==> src/rtl/ber_delay_checker_win_cnt.sv <==
// WIN_LEN-sample window error counter; total includes the current sample's error.
module ber_win_cnt #(
    parameter int WIN_LEN = 511,
    parameter int WW      = $clog2(WIN_LEN + 1)
) (
    input  logic          clk,
    input  logic          rst_n,
    input  logic          clr,
    input  logic          inc,
    input  logic          err,
    output logic          last,
    output logic [WW-1:0] total
);

    logic [WW-1:0] idx_r;
    logic [WW-1:0] sum_r;

    assign last  = inc && (idx_r == WW'(WIN_LEN - 1));
    assign total = sum_r + WW'(err);

    // Sample index and error sum; both restart after the last sample of a window.
    always_ff @(posedge clk or negedge rst_n) begin
        if (!rst_n) begin
            idx_r <= '0;
            sum_r <= '0;
        end else if (clr) begin
            idx_r <= '0;
            sum_r <= '0;
        end else if (inc) begin
            if (last) begin
                idx_r <= '0;
                sum_r <= '0;
            end else begin
                idx_r <= idx_r + WW'(1);
                sum_r <= total;
            end
        end else begin
            idx_r <= idx_r;
            sum_r <= sum_r;
        end
    end

endmodule

==> config.mk <==
export PLATFORM = sky130hd
export DESIGN_NAME = ber_win_cnt
export DESIGN_NICKNAME = d
export VERILOG_FILES = /design/src/rtl/ber_delay_checker_win_cnt.sv
export SDC_FILE = /design/constraint.sdc
export NUM_CORES = 1
export LEC_CHECK = 0
export BUFFER_PORTS_ARGS = -buffer_cell sky130_fd_sc_hd__buf_4
export CORE_MARGIN = 5
export CORE_UTILIZATION = 30
export CTS_CLUSTER_SIZE = 25
export DETAILED_ROUTE_END_ITERATION = 10
export GPL_TIMING_DRIVEN = 1
export PLACE_DENSITY = 0.46
export SYNTH_ARGS = -nofsm -noshare
export SYNTH_HDL_FRONTEND = slang
export SYNTH_SLANG_ARGS = --single-unit
==> constraint.sdc <==
create_clock -name clk -period 1.8 [get_ports clk]
set_clock_uncertainty 0.05 [all_clocks]
set_input_delay 0.18 -clock clk [delete_from_list [all_inputs] [get_ports clk]]
set_output_delay 0.18 -clock clk [all_outputs]
set_load 0.05 [all_outputs]
After elaboration in Yosys (flattened, before gate mapping). Cells that the tools add are included. Widths: inputs -> output; s select.

Logic and storage cells: 13. Input port bits: 5. Flip-flop bits (word level): 18. Output and inout port bits: 10.

Reductions and logical operators: 2. Muxes and demuxes: 6. Add/sub/neg operators: 2. Equality and inequality tests: 1.

Operators by type and width (count): $mux 9 (6); $add 9x1->9 (1); $add 9x1->9 const B (1); $eq 9x9->1 const B (1); $reduce_bool 2->1 (1); $logic_and 1x1->1 (1).

Longest topological paths before layout.
Depth in word-level cells: 5. Depth in mapped cells: 7. Mapped depth without buffers: 6.

Worst setup path before layout. Ideal clock, no wire load.

Path kind: reg-to-reg. From: register sum_r[0]. To: register sum_r[8]. Arrival time: 2029 ps. Path buffers: 0. Period minus slack after synthesis: 2146 ps. Slack: -346 ps. Required time: 1682 ps. Cell stages (with the launch flop): 7. Cell sequence: dfrtp_1 -> ha_1 -> ha_1 -> nand2_1 -> nor3_1 -> xor2_1 -> a31o_2.

Cells in the longest elaborated chain, start to end: 4.

RTL lines: start: declaration (RTL line 16) `logic [WW-1:0] sum_r;`; start signal: assignment (RTL line 35) `sum_r <= total;`; start signal: assignment (RTL line 39) `sum_r <= sum_r;`; $add 9x1->9 (RTL line 19) `assign total = sum_r + WW'(err);`; net total[8] (RTL line 12) `output logic [WW-1:0] total`; $mux 9 (RTL line 30) `if (last) begin`; $mux 9 (RTL line 29) `end else if (inc) begin`; $mux 9 (RTL line 26) `end else if (clr) begin`.

The timed path passes the listed nets, and every way through them passes these cells. The select of a mux whose other input is x is not followed. A chain may end at the register's enable or synchronous reset.

Final worst setup path.
From: register sum_r[0]. To: output total[8].

Cells in the longest elaborated chain, start to end: 1.

RTL lines (RTL line): $add 9x1->9 (19); end: declaration (12).

No other way between the ends.

==> impl_metrics.env <==
export IMPL_cp_data_required_time_ps=1570
export IMPL_numClockSinks=18
export IMPL_dieArea_um2=4620
export IMPL_synth_top_area_share_pct=44.7
export IMPL_finalCriticalPeriod_ps=1890
export IMPL_run_status="finished, violations left"
export IMPL_unique_masters_post_synth=25
export IMPL_synth_adder_area_share_pct=6.21
export IMPL_filler_cells=317
export IMPL_cts_buffer_depth=2
export IMPL_finalHoldWorstSlack_ps=42.9
export IMPL_synthesized_area_fraction_occupied_by_ao_oa_aoi_and_oai_cells_pct=13.5
export IMPL_timing_critical_path_arrival_ps=1660
export IMPL_core_rowCount=21
export IMPL_finalNetCount=144
export IMPL_h_tree_levels=1
export IMPL_synth_ff_latch_count=18
export IMPL_n_antenna_cell=0
export IMPL_die_x_um=67.9
export IMPL_synth_top_family_by_area="simple AND/OR/NAND/NOR gates"
export IMPL_violations="setup timing"
export IMPL_yosysWarningCount=0
export IMPL_top_level_port_count=15
export IMPL_setup_violators_final=6
export IMPL_layout_area_overhead_vs_synth_pct=50.1
export IMPL_ys_seq_area_share_pct=44.7
export IMPL_finalWirelength_um=2360
export IMPL_synth_area_mux_share_pct=0
export IMPL_leakagePower_nw=0.707
export IMPL_path_max_fanout=3
export IMPL_dpl_cell_count=165
export IMPL_die_h_um=67.9
export IMPL_core_area_um2=3280
export IMPL_worst_pin_slew_ps=412
export IMPL_synthFlopType="sky130_fd_sc_hd__dfrtp_1"
export IMPL_synth_top_cells_by_area="sky130_fd_sc_hd__dfrtp_1 45%, sky130_fd_sc_hd__xor2_1 7.0%, sky130_fd_sc_hd__ha_1 6.2%, sky130_fd_sc_hd__nor2_1 5.2%, sky130_fd_sc_hd__xnor2_1 5.2%"
export IMPL_setup_ws_ps=-85.4
export IMPL_numCtsBuffers=3
export IMPL_place_port_buffers=14
export IMPL_number_of_antenna_violations_at_the_first_check_in_global_routing=0
export IMPL_grt_max_degree=19
export IMPL_totalNegativeSetupSlack_ps=-285
export IMPL_via_count_of_the_first_global_routing_pass=876
export IMPL_track_usage_pct=11.8
export IMPL_drv_max_cap_violation_count=0
export IMPL_sequential_cell_area_um2=452
export IMPL_detail_route_first_pass_iterations=4
export IMPL_synthCells=103
export IMPL_share_of_synthesized_cell_area_in_and_or_nand_and_nor_gates_pct=20.1
export IMPL_drt_drc_violations_left=0
export IMPL_synth_enable_flop_cells=0
export IMPL_multi_input_area_um2=701
export IMPL_end_kind="output pin"
export IMPL_clock_fmax_mhz=530
export IMPL_post_route_util_pct=46.0
export IMPL_cts_tree="built"
export IMPL_dr_total_vias=835
export IMPL_crit_path_end="total[8]"
export IMPL_postSynthNetCount=113
export IMPL_dp_slack_ps=94.3
export IMPL_initial_utilization_pct=30.7
export IMPL_dpl_instance_area_um2=1250
export IMPL_worstSetupStartpoint="sum_r[0]"
export IMPL_drt_iter0_drc=20
export IMPL_synth_area_leader_cell="sky130_fd_sc_hd__dfrtp_1"
export IMPL_power_total_mw=0.779
export IMPL_synth_xor_xnor_area_share_pct=12.2
export IMPL_critPathLaunchType="flop"
export IMPL_stdcell_count=179
export IMPL_layout_commonest_cell="sky130_fd_sc_hd__buf_4"
export IMPL_total_standard_cell_area_after_synthesis_um2=1010
export IMPL_period_share_pct=105
export IMPL_async_flop_share_pct=100
export IMPL_first_pass_grt_wire_length_um=4060
export IMPL_reg2reg_depth=7
export IMPL_mostFrequentLayoutCells="19 x sky130_fd_sc_hd__buf_4, 17 x sky130_fd_sc_hd__dfrtp_1, 11 x sky130_fd_sc_hd__nor2_1"
export IMPL_clockRootBuffer="sky130_fd_sc_hd__clkbuf_4"
export IMPL_power_density_nw_per_um2=515
export IMPL_postRouteAntennaNets=0
export IMPL_class_of_the_tightest_hold_or_removal_check="input port to flop"
export IMPL_rrSetupSlack_ps=130
export IMPL_crit_reg2reg_capture="idx_r[5]"
export IMPL_gr_total_overflow=0
export IMPL_post_route_cells_drive_above_1_share_pct=43.6
export IMPL_dp_hpwl_um=1640
export IMPL_relSlewSlack_pct=72.5
export IMPL_final_max_slew_violation_count=0
export IMPL_wl_per_cell_um=13.2
export IMPL_report_final_hold_viol_count=0
export IMPL_vdd_ir_drop_max_mv=0.263
export IMPL_synth_avg_cell_area_um2=9.78
export IMPL_finalWeightedCongestion=0.701
export IMPL_grt_setup_unrepaired="yes"
export IMPL_worst_skew_pair_late_latency_ps=290
export IMPL_post_cts_clock_slew_at_the_launch_and_capture_registers_of_the_worst_setup_and_hold_paths_ps=110
export IMPL_timing_worst_setup_path_type="flop to output pin"
export IMPL_critical_path_reg2reg_startpoint="idx_r[0]"
export IMPL_post_route_cell_area_um2=1510
export IMPL_vias_per_cell=4.66
-- logic make-up after synthesis --
| kind of cell | Yosys count |
|---|---|
| adder cells (fa/ha/maj) | 5 |
| buffers and inverters | 6 |
| AO/OA/AOI/OAI | 17 |
| flip-flops | 18 |
| XOR/XNOR | 14 |
| AND/OR/NAND/NOR | 43 |
-- flip-flops by register name, indices dropped and copies added (netlist names) --
register  count
idx_r         9
sum_r         9
-- cell usage after synthesis (2+ instances only) --
| master | count |
|---|---|
| sky130_fd_sc_hd__a31o_2 | 4 |
| sky130_fd_sc_hd__a32o_1 | 4 |
| sky130_fd_sc_hd__and2_1 | 4 |
| sky130_fd_sc_hd__dfrtp_1 | 18 |
| sky130_fd_sc_hd__ha_1 | 5 |
| sky130_fd_sc_hd__inv_1 | 3 |
| sky130_fd_sc_hd__nand2_1 | 12 |
| sky130_fd_sc_hd__nand3_1 | 4 |
| sky130_fd_sc_hd__nor2_1 | 14 |
| sky130_fd_sc_hd__nor3_1 | 4 |
| sky130_fd_sc_hd__o2111ai_1 | 2 |
| sky130_fd_sc_hd__o21ai_0 | 4 |
| sky130_fd_sc_hd__xnor2_1 | 6 |
| sky130_fd_sc_hd__xor2_1 | 8 |
-- worst max-delay path, stage by stage, from the launching register on --
cell                      delay [ps]
sky130_fd_sc_hd__dfrtp_1         460
sky130_fd_sc_hd__ha_4            170
sky130_fd_sc_hd__ha_4            150
sky130_fd_sc_hd__nand2_4          60
sky130_fd_sc_hd__nor3_4          160
sky130_fd_sc_hd__xor2_2          190
sky130_fd_sc_hd__buf_6           180
-- where the power goes --
part           internal [mW]  switching (mW)  total, mW
combinational         0.0429          0.0655      0.108
sequential             0.411         0.00763      0.418
clock                  0.123           0.129      0.252
-- layer usage --
metal / global-route usage (%) / wire (um) / up-vias
met4: 5.21 / 14 / 0
met3: 2.46 / 77 / 2
met1: 14.3 / 1040 / 411
met2: 20.1 / 1220 / 10
li1: - / - / 412
met5: 0 / 0 / -
-- area by class of cell --
cell class	instances	area share [%]
timing repair buffer	29	16.8
multi-input combinational	79	46.4
inverter	3	0.745
sequential	18	29.9
clock buffer	4	2.40
tap	46	3.81
-- what timing repair did --
action | CTS | global route
setup buffers | 4 | 5
gates resized for setup | 18 | 13
hold buffers | 1 | 0
hold endpoints to repair | 18 | 0
endpoints found under the setup margin | 6 | 15
pin swaps | 5 | 8
-- worst min-delay path by stage --
stage	start	to	slack, ps	depth (start not counted)
after global placement	rst_n	sum_r[4]	20	1
after detailed placement	rst_n	sum_r[4]	20	1
after global routing	clr	sum_r[2]	20	2
final	clr	sum_r[2]	40	2
after CTS	clr	sum_r[2]	20	2
after floorplan	rst_n	idx_r[0]	-170	0
No activity file was read; power rests on OpenSTA's default activity.
